File: config.mk
export PLATFORM = sky130hd
export DESIGN_NAME = raw8_frame_ctrl
export DESIGN_NICKNAME = d
export VERILOG_FILES = /design/src/rtl/raw8_pkg.sv /design/src/rtl/sync_edge_det.sv /design/src/rtl/raw8_frame_ctrl.sv
export SDC_FILE = /design/constraint.sdc
export NUM_CORES = 1
export LEC_CHECK = 0
export CAP_MARGIN = 30
export CORE_MARGIN = 3
export CORE_UTILIZATION = 55
export DETAILED_ROUTE_END_ITERATION = 10
export PLACE_DENSITY_LB_ADDON = 0.2
export SLEW_MARGIN = 20
export SYNTH_ARGS = -nofsm -noshare
export SYNTH_HDL_FRONTEND = slang
export SYNTH_SLANG_ARGS = --single-unit
File: constraint.sdc
create_clock -name pixel_clk_i -period 4.6 [get_ports pixel_clk_i]
set_input_delay 0.46 -clock pixel_clk_i [delete_from_list [all_inputs] [get_ports pixel_clk_i]]
set_output_delay 0.46 -clock pixel_clk_i [all_outputs]
set_load 0.02 [all_outputs]
File: src/rtl/raw8_pkg.sv
// Shared definitions for the RAW8 frame capture controller: FSM state encoding
// and the default counter width.
package raw8_pkg;

  localparam int CNT_W_DEF = 12;

  typedef enum logic [1:0] {
    ST_IDLE    = 2'd0,
    ST_ARMED   = 2'd1,
    ST_CAPTURE = 2'd2,
    ST_DONE    = 2'd3
  } state_e;

endpackage

File: src/rtl/sync_edge_det.sv
// Rise/fall pulse detector for a level already in the local clock domain.
// The primed flag stops a level that is already high from counting as an edge after reset.
module sync_edge_det (
  input  logic clk,
  input  logic rst,
  input  logic din,
  output logic rise,
  output logic fall
);

  logic din_d;
  logic primed;

  always_ff @(posedge clk) begin
    if (rst) begin
      din_d  <= 1'b0;
      primed <= 1'b0;
    end else begin
      din_d  <= din;
      primed <= 1'b1;
    end
  end

  assign rise = primed &  din & ~din_d;
  assign fall = primed & ~din &  din_d;

endmodule

File: src/rtl/raw8_frame_ctrl.sv
// Frame/line capture controller for a RAW8 sensor stream: arms on request,
// captures whole frames, qualifies pixels and checks frame geometry.
module raw8_frame_ctrl
  import raw8_pkg::*;
#(
  parameter int CNT_W = CNT_W_DEF
) (
  input  logic             pixel_clk_i,
  input  logic             pixel_rst_i,
  input  logic             vsync_i,
  input  logic             hsync_i,
  input  logic             arm_i,
  input  logic             abort_i,
  input  logic             single_shot_i,
  input  logic [CNT_W-1:0] cfg_width_i,
  input  logic [CNT_W-1:0] cfg_height_i,
  input  logic             err_clr_i,
  output logic             busy_o,
  output logic             frame_start_o,
  output logic             frame_end_o,
  output logic             line_start_o,
  output logic             pix_en_o,
  output logic [CNT_W-1:0] pix_x_o,
  output logic [CNT_W-1:0] line_y_o,
  output logic             err_width_o,
  output logic             err_height_o
);

  localparam logic [CNT_W-1:0] CNT_MAX = '1;

  function automatic logic [CNT_W-1:0] sat_inc(input logic [CNT_W-1:0] v);
    return (v == CNT_MAX) ? v : v + CNT_W'(1);
  endfunction

  state_e           state;
  state_e           state_nx;
  logic             vs_rise, vs_fall, hs_rise, hs_fall;
  logic             start, capturing, line_end, stay_in_line;
  logic             width_bad, height_bad;
  logic [CNT_W-1:0] pix_cnt, cfg_w_q, cfg_h_q, lines_eff;

  sync_edge_det u_vs_edge (
    .clk  (pixel_clk_i),
    .rst  (pixel_rst_i),
    .din  (vsync_i),
    .rise (vs_rise),
    .fall (vs_fall)
  );

  sync_edge_det u_hs_edge (
    .clk  (pixel_clk_i),
    .rst  (pixel_rst_i),
    .din  (hsync_i),
    .rise (hs_rise),
    .fall (hs_fall)
  );

  always_comb begin
    state_nx = state;
    case (state)
      ST_IDLE:    if (arm_i)   state_nx = ST_ARMED;
      ST_ARMED:   if (vs_rise) state_nx = ST_CAPTURE;
      ST_CAPTURE: if (vs_fall) state_nx = ST_DONE;
      ST_DONE:    state_nx = single_shot_i ? ST_IDLE : ST_ARMED;
      default:    state_nx = ST_IDLE;
    endcase
    if (abort_i) state_nx = ST_IDLE;
  end

  // pix_en_o doubles as the "inside a captured line" flag; a line cut by the
  // frame end or an abort is simply dropped without a width check.
  assign start        = (state == ST_ARMED) & vs_rise & ~abort_i;
  assign capturing    = (state == ST_CAPTURE) & ~abort_i;
  assign stay_in_line = capturing & ~vs_fall & hsync_i & (hs_rise | pix_en_o);
  assign line_end     = capturing & pix_en_o & hs_fall;
  assign lines_eff    = line_end ? sat_inc(line_y_o) : line_y_o;
  assign width_bad    = line_end & (pix_cnt != cfg_w_q);
  assign height_bad   = capturing & vs_fall & (lines_eff != cfg_h_q);

  always_ff @(posedge pixel_clk_i) begin
    if (pixel_rst_i) begin
      state         <= ST_IDLE;
      busy_o        <= 1'b0;
      frame_start_o <= 1'b0;
      frame_end_o   <= 1'b0;
      line_start_o  <= 1'b0;
      pix_en_o      <= 1'b0;
      pix_x_o       <= '0;
      line_y_o      <= '0;
      pix_cnt       <= '0;
      cfg_w_q       <= '0;
      cfg_h_q       <= '0;
      err_width_o   <= 1'b0;
      err_height_o  <= 1'b0;
    end else begin
      state         <= state_nx;
      busy_o        <= (state_nx == ST_ARMED) || (state_nx == ST_CAPTURE);
      frame_start_o <= start;
      frame_end_o   <= capturing & vs_fall;
      pix_en_o      <= stay_in_line;
      line_start_o  <= stay_in_line & hs_rise;

      if (start) begin
        line_y_o <= '0;
        cfg_w_q  <= cfg_width_i;
        cfg_h_q  <= cfg_height_i;
      end

      if (stay_in_line) begin
        if (hs_rise) begin
          pix_x_o <= '0;
          pix_cnt <= CNT_W'(1);
        end else begin
          pix_x_o <= sat_inc(pix_x_o);
          pix_cnt <= sat_inc(pix_cnt);
        end
      end

      if (line_end) line_y_o <= lines_eff;

      // A new error outranks a simultaneous clear.
      if (width_bad)      err_width_o <= 1'b1;
      else if (err_clr_i) err_width_o <= 1'b0;

      if (height_bad)     err_height_o <= 1'b1;
      else if (err_clr_i) err_height_o <= 1'b0;
    end
  end

endmodule

==> metrics.yaml <==
status: "finished, final reports clean"
core_area_sq_mm: 0.00606
synth_xor_area_share_pct: 12.1
cts_htree_levels: 3
num_vias: 3258
cap_violations: 0
required_ns: 4.83
met3_length_um: 615
final_cell_mix: "nand2_1, dfxtp_1, clkdlybuf4s50_1, nor2_1, a21oi_1"
initial_core_util_pct: 57.9
avgRoutedWirePerCell_um: 14.9
cp_cell_sequence: "clkdlybuf4s50_1, or3b_1, or4_1, xor2_1, o2bb2a_1, nor4b_1, nand4_1, o32a_2"
ant_nets: 0
io_pins: 63
area_growth_pct: 25.7
synth_fa_ha_area_share_pct: 1.07
dieArea_sq_mm: 0.00737
cp.arrival_ns: 3.22
wirelength_um: 8540
cts_num_sinks: 72
cp-end-kind: "flop"
worstMarginPinSlew_ns: 0.878
grt_use_total_pct: 24.2
grt_pass1_wl_um: 14400
clkTransAtPathRegs_ns: 0.07
internal_power_mw: 0.981
post-route-period-util_pct: 65.1
holdBufCountCts: 0
fmax_mhz: 334
ys_top_cells_by_area: "dfxtp_1, xor2_1, nand2_1"
cts_setup_buffers: 0
power_switching_mw: 0.275
hold_class: "reg2reg"
vias_per_cell: 5.68
async_reset_ff_share_pct: 0
p_seq_share_pct: 50.2
clk_latency_ns: 0.35
place_hpwl_um: 6100
drt-met1-wl_um: 3870
syn_avg_cell_area_sq_um: 8.07
tns_ns: 0
die_height_um: 85.9
synth_nets: 470
synth_top_family_by_area: "simple AND/OR/NAND/NOR gates"
yosys.area.top_type: "dfxtp_1"
power_frac_comb_pct: 4.6
clockBufferDepth: 2
drive_gt1_share_pct: 5.81
synth_edf_count: 0
ys_seq_elements: 72
power_leakage_nw: 1.64
max_stage_delay_ns: 0.69
slew_viol_final: 0
placed_cell_area_sq_mm: 0.00418
port-buffer-count: 62
ys_warn_count: 0
cts_tree: "done"
netlist.area_leader.share_pct: 41.1
numCtsBuffers: 9
setup_violations: 0
stdcell_area_sq_mm: 0.00441
min-delay-start: "cfg_h_q[6]$_SDFFE_PP0P_"
rsz0062_at_grt: "no"
diodes: 0
ctsResizeCount: 0
p_sw_share_pct: 21.9
die_w_um: 85.9
finalHoldViolCount: 0
grt_pass1_vias: 3110
layout_commonest_cell: "nand2_1"
drt_iter0_markers: 201
syn_inst: 435
p_per_area_mw_per_mm2: 285
reg2reg_from: "state[1]$_SDFF_PP0_"
critPathKind: "in2reg"
worst_path_max_delay_cell: "or4_1"
cts_root_buf: "clkbuf_8"
syn_area_sq_mm: 0.00351
place_congestion: 0.914
power_mw: 1.26
nNetsFinal: 529
hold_ws_ns: 0.472
top_layer: "met4"
pwr-share-clk_pct: 45.2
max-slew-margin-rel_pct: 40.7
num_rows: 28
synth_compound_area_share_pct: 12.3
route.detailed.drc: 0
finalCriticalPeriod_ns: 2.99
irDropWorstVdd_mv: 0.218
ys.flop_type: "dfxtp_1"
grt_overflow_total: 0
ys_types: 52
synthMuxAreaShare_pct: 0.856
crit_start: "abort_i"
dr_wl_met2_um: 3870
grt_start_max_net_pins: 50
synth-simple-area-share_pct: 29.9
path_max_fanout: 6
antenna_found_initial: 0
start_kind: "input pin"
firstDrtPassIters: 4
yosysSeqAreaShare_pct: 41.1
fin_skew_ns: 0.0118
-- routing by layer --
metal / up-vias / global-route usage (%)
met2: 118 / 38.1
li1: 1633 / -
met5: - / 0
met1: 1485 / 32.1
met3: 22 / 4.80
met4: 0 / 10.6
-- worst paths after layout --
kind / endpoint / slack (ns) / cells past startpoint
worst min register to register: cfg_h_q[6]$_SDFFE_PP0P_ / 0.47 / 2
worst min-delay path: cfg_h_q[6]$_SDFFE_PP0P_ / 0.47 / 2
worst max-delay path: err_height_o$_SDFFE_PP0P_ / 1.61 / 8
worst max register to register: err_height_o$_SDFFE_PP0P_ / 1.76 / 7
-- power groups by stage --
| stage | sequential, mW | combinational [mW] | clock, mW |
|---|---|---|---|
| after global routing | 0.631 | 0.0633 | 0.600 |
| after detailed placement | 0.645 | 0.0572 | 0 |
| final | 0.630 | 0.0575 | 0.568 |
| after CTS | 0.630 | 0.0578 | 0.575 |
| after floorplan | 0.645 | 0.0212 | 0 |
| after global placement | 0.644 | 0.0568 | 0 |
-- area by class of cell --
| type | count | area [sq um] |
|---|---|---|
| Tap cell | 75 | 93.8 |
| Fill cell | 520 | 1650 |
| Multi-Input combinational cell | 339 | 1970 |
| Timing Repair Buffer | 67 | 656 |
| Inverter | 5 | 18.8 |
| Clock inverter | 6 | 91.3 |
| Clock buffer | 10 | 138 |
| Sequential cell | 72 | 1440 |
-- worst max-delay path: cells and delay by family --
kind | cells | cell delay [ns]
xor+xnor | 1 | 0.17
compound gates | 2 | 0.54
buf+inv | 1 | 0.49
simple gates | 4 | 1.57
-- metrics by stage --
stage	util, %	worst slack (ns)	instances
after CTS	72.7	1.61	573
after global routing	72.8	1.38	574
after detailed placement	68.9	1.28	557
after floorplan	-	1.95	435
after global placement	68.9	1.28	557
final	72.8	1.61	574
-- flip-flops by register name, summed over array words and instances (netlist names), 2 cells and up --
signal,flops
line_y_o,12
pix_x_o,12
pix_cnt,12
cfg_h_q,12
cfg_w_q,12
state,2
-- cell families (layout without fill, tap and decap cells) --
group           count (synthesis)  count (layout)
xor+xnor                       47              47
compound gates                 71              71
fa+ha+maj                       3               3
buf+inv                        24              88
simple gates                  215             215
flops                          72              72
mux                             3               3
-- synthesized netlist by cell type (2+ instances only) --
master / instances
a211oi_1: 3
a21oi_1: 39
a311oi_1: 2
a31oi_1: 3
and3_1: 11
and3b_1: 2
and4b_1: 2
buf_2: 2
clkbuf_1: 16
dfxtp_1: 72
ha_1: 3
inv_1: 5
mux2i_1: 3
nand2_1: 77
nand2b_1: 3
nand3_1: 20
nand3b_1: 3
nand4_1: 9
nor2_1: 49
nor2b_1: 6
nor3_1: 7
nor3b_1: 4
nor4_1: 7
o211ai_1: 3
o21ai_0: 9
o221a_2: 2
or2_2: 2
or3_1: 3
xnor2_1: 9
xor2_1: 37
Power figures use the tool's default switching activity.
